==> src/rtl/ooo_pkg.sv <==
// Shared widths, register-tag types and the commit FSM state encoding for the
// out-of-order retirement path.
package ooo_pkg;
    localparam int XLEN     = 32;
    localparam int LOG_REGS = 32;
    localparam int PHY_REGS = 64;
    localparam int ARW      = $clog2(LOG_REGS);
    localparam int PRW      = $clog2(PHY_REGS);

    typedef logic [ARW-1:0] arch_reg_t;
    typedef logic [PRW-1:0] phys_reg_t;

    typedef enum logic [1:0] {
        RUN     = 2'd0,
        FLUSH   = 2'd1,
        RECOVER = 2'd2
    } commit_state_t;
endpackage

==> src/rtl/commit_rrat.sv <==
// Retirement RAT: one write port, all entries read in parallel, identity mapping
// on reset so arch reg i starts in physical reg i.
module commit_rrat
    import ooo_pkg::*;
(
    input  logic                    clk,
    input  logic                    rst,
    input  logic                    i_we,
    input  arch_reg_t               i_waddr,
    input  phys_reg_t               i_wdata,
    output logic [LOG_REGS*PRW-1:0] o_map
);
    phys_reg_t r_map [LOG_REGS];

    always_ff @(posedge clk or posedge rst) begin
        if (rst) begin
            for (int i = 0; i < LOG_REGS; i++) begin
                r_map[i] <= PRW'(i);
            end
        end else if (i_we) begin
            r_map[i_waddr] <= i_wdata;
        end
    end

    for (genvar g = 0; g < LOG_REGS; g++) begin : g_flat
        assign o_map[g*PRW +: PRW] = r_map[g];
    end
endmodule

==> src/rtl/commit_unit.sv <==
// In-order retirement: updates the RRAT, returns freed physical regs through a
// one-entry push slot, releases stores and sequences exception flushes.
// Optional perf counter retired_count is enabled with the macro COMMIT_PERF_EN.
module commit_unit
    import ooo_pkg::*;
(
    input  logic                    clk,
    input  logic                    rst,
    input  logic                    commit_valid,
    output logic                    commit_ready,
    input  logic [ARW-1:0]          commit_arch_rd,
    input  logic [PRW-1:0]          commit_new_prf,
    input  logic [PRW-1:0]          commit_old_prf,
    input  logic [XLEN-1:0]         commit_pc,
    input  logic [31:0]             commit_instr,
    input  logic                    commit_is_store,
    input  logic                    commit_exception,
    output logic                    fl_push_valid,
    output logic [PRW-1:0]          fl_push_prf,
    input  logic                    fl_push_ready,
    output logic                    st_commit_valid,
    input  logic                    st_commit_ready,
    output logic                    flush_all,
    output logic [XLEN-1:0]         flush_pc,
`ifdef COMMIT_PERF_EN
    output logic [63:0]             retired_count,
`endif
    output logic [LOG_REGS*PRW-1:0] rrat_prf
);
    commit_state_t   r_state, w_state_next;
    logic            r_fl_valid;
    logic [PRW-1:0]  r_fl_prf;
    logic [XLEN-1:0] r_flush_pc;
    logic            w_slot_free, w_run, w_fire, w_fire_exc, w_fire_reg;
    logic            w_unused_instr;

    // The encoding is carried only for trace/debug further down the pipe.
    assign w_unused_instr = ^commit_instr;

    assign w_run        = (r_state == RUN);
    // A new push may load when the slot is empty or is being drained this cycle.
    assign w_slot_free  = !r_fl_valid || fl_push_ready;
    assign commit_ready = w_run && w_slot_free &&
                          (!commit_is_store || commit_exception || st_commit_ready);
    assign st_commit_valid = w_run && commit_valid && commit_is_store &&
                             !commit_exception && w_slot_free;

    assign w_fire     = commit_valid && commit_ready;
    assign w_fire_exc = w_fire && commit_exception;
    assign w_fire_reg = w_fire && !commit_exception && !commit_is_store &&
                        (commit_arch_rd != '0);

    always_comb begin
        w_state_next = r_state;
        unique case (r_state)
            RUN:     if (w_fire_exc) w_state_next = FLUSH;
            FLUSH:   w_state_next = RECOVER;
            RECOVER: if (!r_fl_valid) w_state_next = RUN;
            default: w_state_next = RUN;
        endcase
    end

    always_ff @(posedge clk or posedge rst) begin
        if (rst) begin
            r_state    <= RUN;
            r_fl_valid <= 1'b0;
            r_fl_prf   <= '0;
            r_flush_pc <= '0;
        end else begin
            r_state <= w_state_next;
            if (w_fire_reg) begin
                r_fl_valid <= 1'b1;
                r_fl_prf   <= commit_old_prf;
            end else if (fl_push_ready) begin
                r_fl_valid <= 1'b0;
            end
            if (w_fire_exc) begin
                r_flush_pc <= commit_pc;
            end
        end
    end

`ifdef COMMIT_PERF_EN
    logic [63:0] r_retired;

    always_ff @(posedge clk or posedge rst) begin
        if (rst) begin
            r_retired <= '0;
        end else if (w_fire && !commit_exception) begin
            r_retired <= r_retired + 64'd1;
        end
    end

    assign retired_count = r_retired;
`endif

    assign fl_push_valid = r_fl_valid;
    assign fl_push_prf   = r_fl_prf;
    assign flush_all     = (r_state == FLUSH);
    assign flush_pc      = r_flush_pc;

    commit_rrat u_rrat (
        .clk     (clk),
        .rst     (rst),
        .i_we    (w_fire_reg),
        .i_waddr (commit_arch_rd),
        .i_wdata (commit_new_prf),
        .o_map   (rrat_prf)
    );
endmodule
==> config.mk <==
export PLATFORM = sky130hd
export DESIGN_NAME = commit_unit
export DESIGN_NICKNAME = d
export VERILOG_FILES = /design/src/rtl/ooo_pkg.sv /design/src/rtl/commit_rrat.sv /design/src/rtl/commit_unit.sv
export SDC_FILE = /design/constraint.sdc
export NUM_CORES = 1
export LEC_CHECK = 0
export ABC_CLOCK_PERIOD_IN_PS = 7150
export CAP_MARGIN = 20
export CORE_MARGIN = 4
export CORE_UTILIZATION = 45
export DETAILED_ROUTE_END_ITERATION = 10
export PLACE_DENSITY = 0.85
export REMOVE_ABC_BUFFERS = 1
export SYNTH_ARGS = -nofsm -noshare
export SYNTH_HDL_FRONTEND = slang
export SYNTH_HIERARCHICAL = 1
export SYNTH_SLANG_ARGS = --single-unit
==> constraint.sdc <==
create_clock -name clk -period 7.15 [get_ports clk]
set_input_delay 1.43 -clock clk [delete_from_list [all_inputs] [get_ports clk]]
set_output_delay 1.43 -clock clk [all_outputs]
set_load 0.02 [all_outputs]
==> Yosys cells after proc, flatten, opt, wreduce, memory -nomap -nowiden <==
Cells that the tools add are included.
{ "op_classes": {"order_cmp": 2, "n_bitwise": 1, "eq_ne": 4, "muxes": 8, "reduce_logical": 22} }
{ "ops": {"columns": ["cell", "count"], "rows": [
  ["192-bit bitwise mux", 1],
  ["6-bit demux with 5-bit select", 1],
  ["1-bit logical AND", 12],
  ["6-bit greater-or-equal comparator (second input constant)", 1],
  ["6-bit by 1-bit < comparator with 1-bit output (second input constant)", 1],
  ["6-bit two-way mux", 1],
  ["5-bit inverter with 6-bit output", 1],
  ["2-bit case mux with 3 select lines", 1],
  ["5-bit nonzero test", 1],
  ["2-bit two-way mux", 2],
  ["1-bit logical NOT", 3],
  ["1-bit logical OR", 3],
  ["2-bit by 1-bit == test with 1-bit output (second input constant)", 1],
  ["2-bit == test (second input constant)", 1],
  ["2-bit logical NOT", 1],
  ["1-bit two-way mux", 2],
  ["2-bit by 1-bit inequality test with 1-bit output (second input constant)", 1],
  ["2-bit inequality test (second input constant)", 1],
  ["2-bit AND reduction", 1],
  ["2-bit nonzero test", 1]
]} }
{ "totals": {"regBits": 233, "elab_cells": 73} }

==> Longest topological paths before layout <==
Gate-level depths: netlist of run 1.
{ "logic_depth": {"ltp_word": 9, "depth_mapped": 7, "depth_no_buf": 6} }

==> By module <==
Netlist of run 1, hierarchy kept.
{ "by_module_without_submodules": {"columns": ["module", "instances", "seq_area_each_um2", "area_per_inst_um2", "cells_per_inst"], "rows": [
  ["commit_rrat", 1, 4904.7, 7407.1, 455],
  ["commit_unit", 1, 1026.0, 1584.0, 98]
]} }

==> Worst setup path after synthesis of run 1 <==
OpenSTA, ideal clock, no wires.
{ "synth_timing": {"path_kind": "input port to flip-flop", "startpoint": "input fl_push_ready", "endpoint": "register u_rrat.r_map, in the netlist u_rrat/o_map[168]", "arrival_time_ps": 3619, "slack_ps": 3406, "setup_time_ps": 125, "stages": 6, "path_cell_list": "nor2b_4 > or4b_4 > nor4_4 > nand4_1 > nor3_1 > mux2_2"} }
{ "synth_between": {"elab_chain_cells": 7} }
{ "synth_rtl": {"columns": ["item", "line", "rtl"], "rows": [
  ["from (decl)", "commit_unit.sv:20", "input logic fl_push_ready,"],
  ["1-bit logical OR", "commit_unit.sv:42", "assign w_slot_free = !r_fl_valid || fl_push_ready;"],
  ["1-bit logical AND (2 in series)", "commit_unit.sv:43", "assign commit_ready = w_run && w_slot_free &&"],
  ["1-bit logical AND", "commit_unit.sv:48", "assign w_fire = commit_valid && commit_ready;"],
  ["1-bit logical AND (3 in series)", "commit_unit.sv:50", "assign w_fire_reg = w_fire && !commit_exception && !commit_is_store &&"],
  ["net w_fire_reg", "commit_unit.sv:34", "logic w_slot_free, w_run, w_fire, w_fire_exc, w_fire_reg;"],
  ["to (signal, indexed assignment)", "commit_rrat.sv:18", "r_map[i] <= PRW'(i);"],
  ["to (signal, indexed assignment)", "commit_rrat.sv:21", "r_map[i_waddr] <= i_wdata;"],
  ["to (decl)", "commit_rrat.sv:13", "phys_reg_t r_map [LOG_REGS];"]
]} }
The timed path passes the listed nets, and every way through them passes these cells.
A chain may end at the register's enable or synchronous reset.

==> Final worst setup path of run 1 <==
{ "layout_timing": {"startpoint": "input fl_push_ready", "endpoint": "output st_commit_valid"} }
{ "layout_between": {"elab_chain_cells": 2} }
{ "layout_rtl": {"columns": ["item", "line", "rtl"], "rows": [
  ["1-bit logical OR", "commit_unit.sv:42", null],
  ["1-bit logical AND", "commit_unit.sv:46", "!commit_exception && w_slot_free;"],
  ["to (decl)", "commit_unit.sv:21", "output logic st_commit_valid,"]
]} }
No other way between the ends.

==> out/metrics.cfg, run 1 <==
[clock_tree]
cts_inserted_buffers=24
h-tree-depth=1
cts_buffer_depth=3
clkSinkCount=233
insertion_delay_ns=0.51
cts_hold_buf=0
tritoncts=done
clkTransAtPathRegs_ns=0.06
root_buffer=clkbuf_16
post_cts_buffers=0
cts.repair.resized=0

[die]
core-area_um2=19500
start_util=0.460
fp.dieH_um=149
rows=51
die_width_um=149
design.die.area_um2=22300
num_io_pins=322

[cells_and_area]
seqCellArea_um2=5930
nets=941
syn_to_final_growth_pct=44.3
final_cell_count_no_fill=1135
drive_gt1_frac=0.415
stdcell_area_um2=13000
nFillCells=1404
diodes=0
multi_input_area_um2=2950

[pwr]
p_leak_nw=5.66
vdd_drop_max_mv=0.216
power_density_nw_per_um2=268
power_mw=3.48

[worst_hold_path]
hp-class=register to register
whs_path_depth=1

[status]
outcome=completed

[global_routing]
grt_use_total=0.216
grt_max_degree=89
grt_pass1_vias=6538
grt-ovfl-total=0
grt_pass1_wl_um=37500
antenna_found_initial=0

[sta]
period_needed_ns=4.80
slew_violations=0
clock-skew-final_ns=0.0119
hold_ws_ns=0.504
finalSetupViolCount=0
period_share=0.672
finalHoldViolations=0
relSlewSlack=0.370
tightestPinTransition_ns=0.945
rsz0062_at_grt=false
tns_ns=0
max_freq_ghz=0.208

[yosys]
synth-edff-count=0
synth_compound_area_frac=0.00167
postSynthAreaPerCell_um2=16.3
synthArstFlopShare=1.00
synth_flop_cell=dfrtp_1
ys_seq_elements=233
synth_fa_ha_area_frac=0
synth_mux_area_frac=0.288
ys_seq_area_frac=0.660
syn_inst=553
synth_area_um2=8990
synth_top_family_by_area=multiplexers
synth_xor_area_frac=0
yosysWarnings=6
synth_cell_type_count=24
yosys.area_share.simple=0.0381

[route]
detail_route.wirelength_um=24200
drc=0
dr.pass1.iters=4
viasPerCell=5.10
via_count=5784
drt-initial-drc-count=174
wl_per_cell_um=21.3
final_antenna_net_count=0

[worst_setup_path]
max_stage_delay_ns=0.65
r2r_cells=6
path_depth=5
crit_path_cell_trace=clkdlybuf4s50_1 -> nor2b_4 -> or4b_4 -> nor2_1 -> clkdlybuf4s50_1
start_kind=input port
crit_buf_inv=2
critPathTopFamily=buffers and inverters
criticalPathCategory=input port to primary output
crit_path_end_kind=primary output
cp_slowest_cell=clkdlybuf4s50_1
crit_top_cell=clkdlybuf4s50_1
worst-path-max-fanout=3
cp.arrival_ns=3.37
required_ns=5.72

[placement]
port_buffers=289
dpl.hpwl_um=16700
dpl_cell_area_um2=12200
dp_cells=1092
gp_congestion=0.748

[flow_run]
drv_cap=0

flip-flops by register name, summed over array words and instances, names as in the netlist:
| register | flops |
|---|---|
| fl_push_prf | 6 |
| u_rrat/o_map | 192 |
| flush_pc | 32 |
| r_state | 2 |
| fl_push_valid | 1 |
Yosys cell counts, types with 2 or more instances:
library cell	instances	area, µm²
and4bb_2	3	37.5
inv_1	3	11.3
nor2_1	15	56.3
or3_1	3	18.8
nand2b_1	3	18.8
mux2_2	229	2580
clkbuf_1	27	101
nand2_1	14	52.6
nand3_1	4	20.0
dfrtp_1	153	3830
nor2b_1	4	25.0
dfstp_2	80	2100
nor3_1	2	10.0
nand4b_1	3	26.3
worst paths after layout:
check                         startpoint           endpoint  slack [ns]
setup reg to reg           fl_push_valid  u_rrat/o_map[173]        3.70
max in group asynchronous            rst   u_rrat/o_map[94]        4.15
setup / recovery           fl_push_ready    st_commit_valid        2.35
hold reg to reg             flush_pc[18]       flush_pc[18]        0.50
hold / removal              flush_pc[18]       flush_pc[18]        0.50
min in group asynchronous            rst       flush_pc[15]        1.35
final cells by class:
| class | instances | share of cell area |
|---|---|---|
| inverters | 3 | 0.00125 |
| clock inverters | 5 | 0.00579 |
| clock buffers | 38 | 0.0527 |
| multi-input cells | 290 | 0.228 |
| well taps | 265 | 0.0256 |
| repair buffers | 301 | 0.230 |
| flip-flops and latches | 233 | 0.457 |
kinds of logic after synthesis:
| logic type | after synthesis |
|---|---|
| flip-flops | 233 |
| multiplexers | 230 |
| AND/OR/NAND/NOR | 58 |
| buffers and inverters | 30 |
| AO/OA/AOI/OAI | 2 |
layout by cell type (no fill, tap or decap), drive strengths merged:
cell           instances
clkbuf                38
nand4b                 3
nand2b                 3
inv                    3
nor2b                  5
mux2                 230
or4                    1
o21bai                 1
nor3                   2
nor4b                  1
bufinv                 2
or2                    1
and4bb                 3
dfrtp                153
nand3                  4
clkdlybuf4s50        289
nor2                  15
or3                    3
nand2                 14
nand4                  1
or4b                   1
nor4                   1
buf                   12
o21a                   1
dfstp                 80
clkinv                 3
per-layer routing:
layer  vias to the layer above  GRT usage  share of wire
met3                        43     0.0699          0.082
met1                      2960      0.255           0.39
met5                         -          0              0
met4                         0     0.0636          0.031
met2                       225      0.379           0.50
li1                       2556          -              -
per-stage QoR:
stage / setup WS, ns / util
final: 2.35 / 0.664
after global routing: 2.31 / 0.664
after CTS: 2.31 / 0.664
after detailed placement: 2.21 / 0.626
after global placement: 2.30 / 0.626
after floorplan: 0.625 / -
report_power, final:
| group | switching, mW | leakage, nW | internal, mW |
|---|---|---|---|
| clock network | 0.484 | 0.369 | 0.726 |
| registers | 0.0748 | 2.85 | 1.48 |
| logic | 0.352 | 2.43 | 0.365 |
(Power assumes the default switching activity.)
==> run 2: changes to the inputs <==
ABC_CLOCK_PERIOD_IN_PS = 4800   (was 7150)
clock period = 4.8 ns   (was 7.15 ns; I/O delays follow)
==> out/metrics.cfg, run 2 (synthesis results as in run 1) <==
[route]
final_antenna_net_count=0  ; unchanged
drt-initial-drc-count=205  ; +18%
via_count=5823  ; +0.67%
drc=0  ; unchanged
viasPerCell=5.11  ; +0.32%
detail_route.wirelength_um=24200  ; about the same
wl_per_cell_um=21.3  ; -0.29%
dr.pass1.iters=4  ; unchanged

[cells_and_area]
final_cell_count_no_fill=1139  ; +0.35%
largest_reg_flops=192  ; unchanged
drive_gt1_frac=0.424  ; +0.00954
stdcell_area_um2=13100  ; +1.1%
final_cell_mix=clkdlybuf4s50_1 (289), mux2_2 (229), dfrtp_1 (153), dfstp_2 (80), clkbuf_16 (25)
multi_input_area_um2=2950  ; -0.21%
layout_commonest_cell=clkdlybuf4s50_1
syn_to_final_growth_pct=45.9
nets=944  ; +0.32%
nFillCells=1406  ; +0.14%
seqCellArea_um2=5930  ; unchanged
diodes=0  ; unchanged

[clock_tree]
cts.repair.resized=0  ; unchanged
h-tree-depth=1  ; unchanged
cts_hold_buf=0  ; unchanged
clkTransAtPathRegs_ns=0.06  ; about the same
clkSinkCount=233  ; unchanged
tritoncts=done
cts_buffer_depth=3  ; unchanged
cts_inserted_buffers=24  ; unchanged
post_cts_buffers=0  ; unchanged
root_buffer=clkbuf_16
insertion_delay_ns=0.51  ; about the same

[worst_setup_path]
crit_path_cell_trace=clkdlybuf4s50_1 -> nor2b_4 -> or4b_4 -> nor2_1 -> clkdlybuf4s50_1
crit_top_cell=clkdlybuf4s50_1
crit_path_end_kind=primary output
rrSetupSlack_ns=1.77  ; -1.93 ns
critPathTopFamily=buffers and inverters
crit_buf_inv=2  ; unchanged
r2r_end=u_rrat/o_map[164]
worst-path-max-fanout=3  ; unchanged
rr_startpoint=fl_push_valid
required_ns=3.84  ; -1.88 ns
criticalPathCategory=input port to primary output
cp_slowest_cell=clkdlybuf4s50_1
max_stage_delay_ns=0.66  ; about the same
cp.arrival_ns=2.96  ; -0.41 ns
start_kind=input port
r2r_cells=6  ; unchanged

[sta]
slew_violations=0  ; unchanged
finalHoldViolations=0  ; unchanged
tns_ns=0  ; unchanged
max_freq_ghz=0.255
tightestPinTransition_ns=0.649  ; -0.295 ns
finalSetupViolCount=0  ; unchanged
relSlewSlack=0.567  ; +0.197
period_needed_ns=3.92
rsz0062_at_grt=false
period_share=0.817
clock-skew-final_ns=0.00807  ; -0.00382 ns

[flow_run]
drv_cap=0  ; unchanged

[worst_hold_path]
hp-class=register to register
whs_path_depth=1  ; unchanged
hold_end=u_rrat/o_map[185]
hp-start=u_rrat/o_map[185]

[global_routing]
grt_max_degree=94  ; +5.6%
antenna_found_initial=1  ; +1
grt-ovfl-total=0  ; unchanged
grt_pass1_wl_um=37600  ; +0.31%
grt_pass1_vias=6520  ; -0.28%
grt_use_total=0.218  ; +0.00145

[placement]
dpl.hpwl_um=16800  ; +0.51%
gp_congestion=0.749  ; about the same
dpl_cell_area_um2=12200  ; +0.23%
port_buffers=289  ; unchanged
dp_cells=1095  ; +0.27%

[die]
core-area_um2=19500  ; unchanged
die_width_um=149  ; unchanged
num_io_pins=322  ; unchanged
fp.dieH_um=149  ; unchanged
design.die.area_um2=22300  ; unchanged
rows=51  ; unchanged
start_util=0.460  ; unchanged

[pwr]
p_leak_nw=5.74  ; +1.5%
vdd_drop_max_mv=0.337  ; +56%
power_density_nw_per_um2=411  ; +53%

[status]
outcome=completed

[run 2: worst max path at each step]
stage                        end     startpoint  cells past startpoint
6_report         st_commit_valid  fl_push_ready                      5
3_3_place_gp   u_rrat/o_map[119]  fl_push_ready                      7
4_1_cts          st_commit_valid  fl_push_ready                      5
3_5_place_dp   u_rrat/o_map[116]  fl_push_ready                      7
5_1_grt          st_commit_valid  fl_push_ready                      5
2_1_floorplan    u_rrat/o_map[0]            rst                      1
[run 2: per-stage QoR]
step,hold WS (ns),util,setup slack (ns),power [mW]
after floorplan,0.465,-,-1.25,2.83
after global placement,0.469,0.627,0.827,3.39
after detailed placement,0.482,0.627,0.758,3.42
after CTS,0.496,0.672,0.868,5.46
after global routing,0.516,0.672,0.849,5.60
final,0.493,0.672,0.877,5.39
[run 2: report_power, final]
part	total [mW]	switching, mW	internal (mW)
clock network	2.00	0.736	1.27
logic	1.07	0.526	0.546
registers	2.32	0.111	2.20
total	5.39	1.37	4.01
[run 2: layout make-up]
type | instances | area share
clock buffer | 40 | 0.0596
tap | 265 | 0.0253
clock inverter | 4 | 0.00725
timing repair buffer | 304 | 0.230
sequential | 233 | 0.452
multi-input combinational | 290 | 0.225
inverter | 3 | 0.00124
[run 2: worst register-to-register path, stage by stage (launching register included)]
cell	delay (ns)
dfrtp_1	0.39
nor2b_4	0.14
or4b_4	0.51
nor4_4	0.54
nand4b_1	0.38
nor2_1	0.55
mux2_2	0.40
[run 2: per-layer routing]
layer / wire [µm] / vias up / part of all wire / global-route usage
met2: 12400 / 235 / 0.51 / 0.386
met5: 19 / - / 0.00078 / 0
met4: 628 / 2 / 0.026 / 0.0563
li1: - / 2564 / - / -
met1: 9140 / 2977 / 0.38 / 0.256
met3: 2050 / 45 / 0.085 / 0.0711
==> run 3: changes to the inputs <==
ABC_CLOCK_PERIOD_IN_PS = 3600   (was 4800)
CORE_UTILIZATION = 41   (was 45)
PLACE_DENSITY = 0.82   (was 0.85)
clock period = 3.6 ns   (was 4.8 ns; I/O delays follow)
==> out/metrics.cfg, run 3 (synthesis results as in run 1) <==
[die]
design.die.area_um2=24400  ; +9.2%
start_util=0.422  ; -0.0381
die_width_um=156  ; +4.5%
core-area_um2=21300  ; +9.0%
fp.dieH_um=156  ; +4.5%
rows=53  ; +3.9%
num_io_pins=322  ; unchanged

[route]
top_layer_used=met4
wl_per_cell_um=20.8  ; -2.2%
met1Wirelength_um=10100  ; +10%
wl_met2_um=11500  ; -7.0%
route.met3.wl_um=2390  ; +17%
viasPerCell=5.04  ; -1.4%
dr.pass1.iters=4  ; unchanged
drc=0  ; unchanged
drt-initial-drc-count=190  ; -7.3%
via_count=5886  ; +1.1%
final_antenna_net_count=0  ; unchanged
detail_route.wirelength_um=24300  ; +0.33%

[cells_and_area]
diodes=0  ; unchanged
final_cell_mix=clkdlybuf4s50_1 (289), mux2_2 (229), dfrtp_1 (153), dfstp_2 (80), buf_4 (31)
nets=963  ; +2.0%
nFillCells=1556  ; +11%
stdcell_area_um2=13200  ; +0.58%
multi_input_area_um2=2950  ; unchanged
fin_util=0.620  ; -0.0520
layout_commonest_cell=clkdlybuf4s50_1
drive_gt1_frac=0.434  ; +0.0100
largest_reg_flops=192  ; unchanged
seqCellArea_um2=5930  ; unchanged
syn_to_final_growth_pct=46.8
final_cell_count_no_fill=1168  ; +2.5%

[placement]
dpl.hpwl_um=17300  ; +2.8%
dp_cells=1123  ; +2.6%
dpl_cell_area_um2=12400  ; +1.3%
port_buffers=289  ; unchanged
gp_congestion=0.752  ; +0.52%

[global_routing]
antenna_found_initial=0  ; -1
grt-ovfl-total=0  ; unchanged
grt_max_degree=63  ; -33%
grt_pass1_vias=6457  ; -0.97%
grt_pass1_wl_um=37300  ; -0.73%
grt_use_total=0.195  ; -0.0226

[pwr]
power_density_nw_per_um2=527  ; +28%
power_frac_seq=0.445  ; +0.015
p_int_mw=5.11  ; +27%
vdd_drop_max_mv=0.463  ; +38%
combPwrFrac=0.205  ; +0.006
p_switching_mw=1.84  ; +34%
p_leak_nw=5.79  ; +0.97%
pwr-share-clk=0.350  ; -0.021
switching_share=0.265  ; +0.0102

[clock_tree]
cts_hold_buf=0  ; unchanged
cts.repair.resized=0  ; unchanged
cts_inserted_buffers=25  ; +4.2%
tritoncts=done
clkSinkCount=233  ; unchanged
insertion_delay_ns=0.50  ; about the same
root_buffer=clkbuf_16
h-tree-depth=1  ; unchanged
cts_buffer_depth=3  ; unchanged
clkTransAtPathRegs_ns=0.06  ; about the same
post_cts_buffers=0  ; unchanged

[sta]
finalSetupViolCount=0  ; unchanged
finalHoldViolations=0  ; unchanged
period_share=0.913
slew_violations=0  ; unchanged
max_freq_ghz=0.304
tightestPinTransition_ns=0.694  ; +0.0444 ns
rsz0062_at_grt=false
hold_ws_ns=0.496  ; +0.00257 ns
relSlewSlack=0.536  ; -0.0311
clock-skew-final_ns=0.00918  ; +0.00111 ns
period_needed_ns=3.29

[worst_setup_path]
crit_top_cell=clkdlybuf4s50_1
crit_path_cell_trace=clkdlybuf4s50_1 -> nor2b_4 -> or4b_4 -> nor2_1 -> clkdlybuf4s50_1
cp_slowest_cell=clkdlybuf4s50_1
required_ns=2.88  ; -0.96 ns
cp.arrival_ns=2.57  ; -0.39 ns
criticalPathCategory=input port to primary output
max_stage_delay_ns=0.66  ; about the same
start_kind=input port
worst-path-max-fanout=3  ; unchanged
crit_path_end_kind=primary output

[status]
outcome=completed

[worst_hold_path]
hp-class=register to register

[flow_run]
drv_cap=0  ; unchanged

run 3: changes by cell type in the layout (fill, tap and decap cells not counted), sizes merged:
cell      delta
clkinv       +2
bufinv       -3
inv          +1
clkinvlp     +1
buf         +18
run 3: path summary, 6_finish.rpt:
path	cells after the start	slack, ns	to	start
setup / recovery	5	0.31	st_commit_valid	fl_push_ready
hold / removal	1	0.50	u_rrat/o_map[185]	u_rrat/o_map[185]
setup reg to reg	7	0.71	u_rrat/o_map[23]	fl_push_valid
hold reg to reg	1	0.50	u_rrat/o_map[185]	u_rrat/o_map[185]
max in group asynchronous	3	2.13	u_rrat/o_map[19]	rst
min in group asynchronous	2	0.64	flush_pc[15]	rst
run 3: power groups by stage:
stage | Clock [mW] | Combinational (mW) | Sequential, mW
after detailed placement | 0 | 1.44 | 3.14
after global placement | 0 | 1.41 | 3.12
after CTS | 2.49 | 1.45 | 3.10
after floorplan | 0 | 0.317 | 3.45
after global routing | 2.61 | 1.51 | 3.12
final | 2.44 | 1.43 | 3.09
run 3: layout make-up:
cell class / instances / share of cell area
clock buffer: 40 / 0.0577
clock inverter: 5 / 0.00237
tap: 275 / 0.0261
timing repair buffer: 322 / 0.240
sequential: 233 / 0.449
inverter: 3 / 0.00123
multi-input combinational: 290 / 0.223
run 3: stage by stage:
stage          setup slack, ns  power, mW  TNS (ns)
2_1_floorplan            -2.21       3.77   -311.58
3_3_place_gp           0.00293       4.54         0
3_5_place_dp           -0.0417       4.57    -0.132
4_1_cts                  0.293       7.04         0
5_1_grt                  0.255       7.24         0
6_report                 0.314       6.96         0
run 3: routing by layer:
metal | track usage | up-vias
met1 | 0.254 | 3001
li1 | - | 2597
met5 | 0 | -
met3 | 0.0671 | 27
met2 | 0.321 | 261
met4 | 0.0379 | 0
run 3: critical path, delay by kind of cell:
family	cells	cell delay, ns
buffers and inverters	2	1.16
AND/OR/NAND/NOR	3	0.68
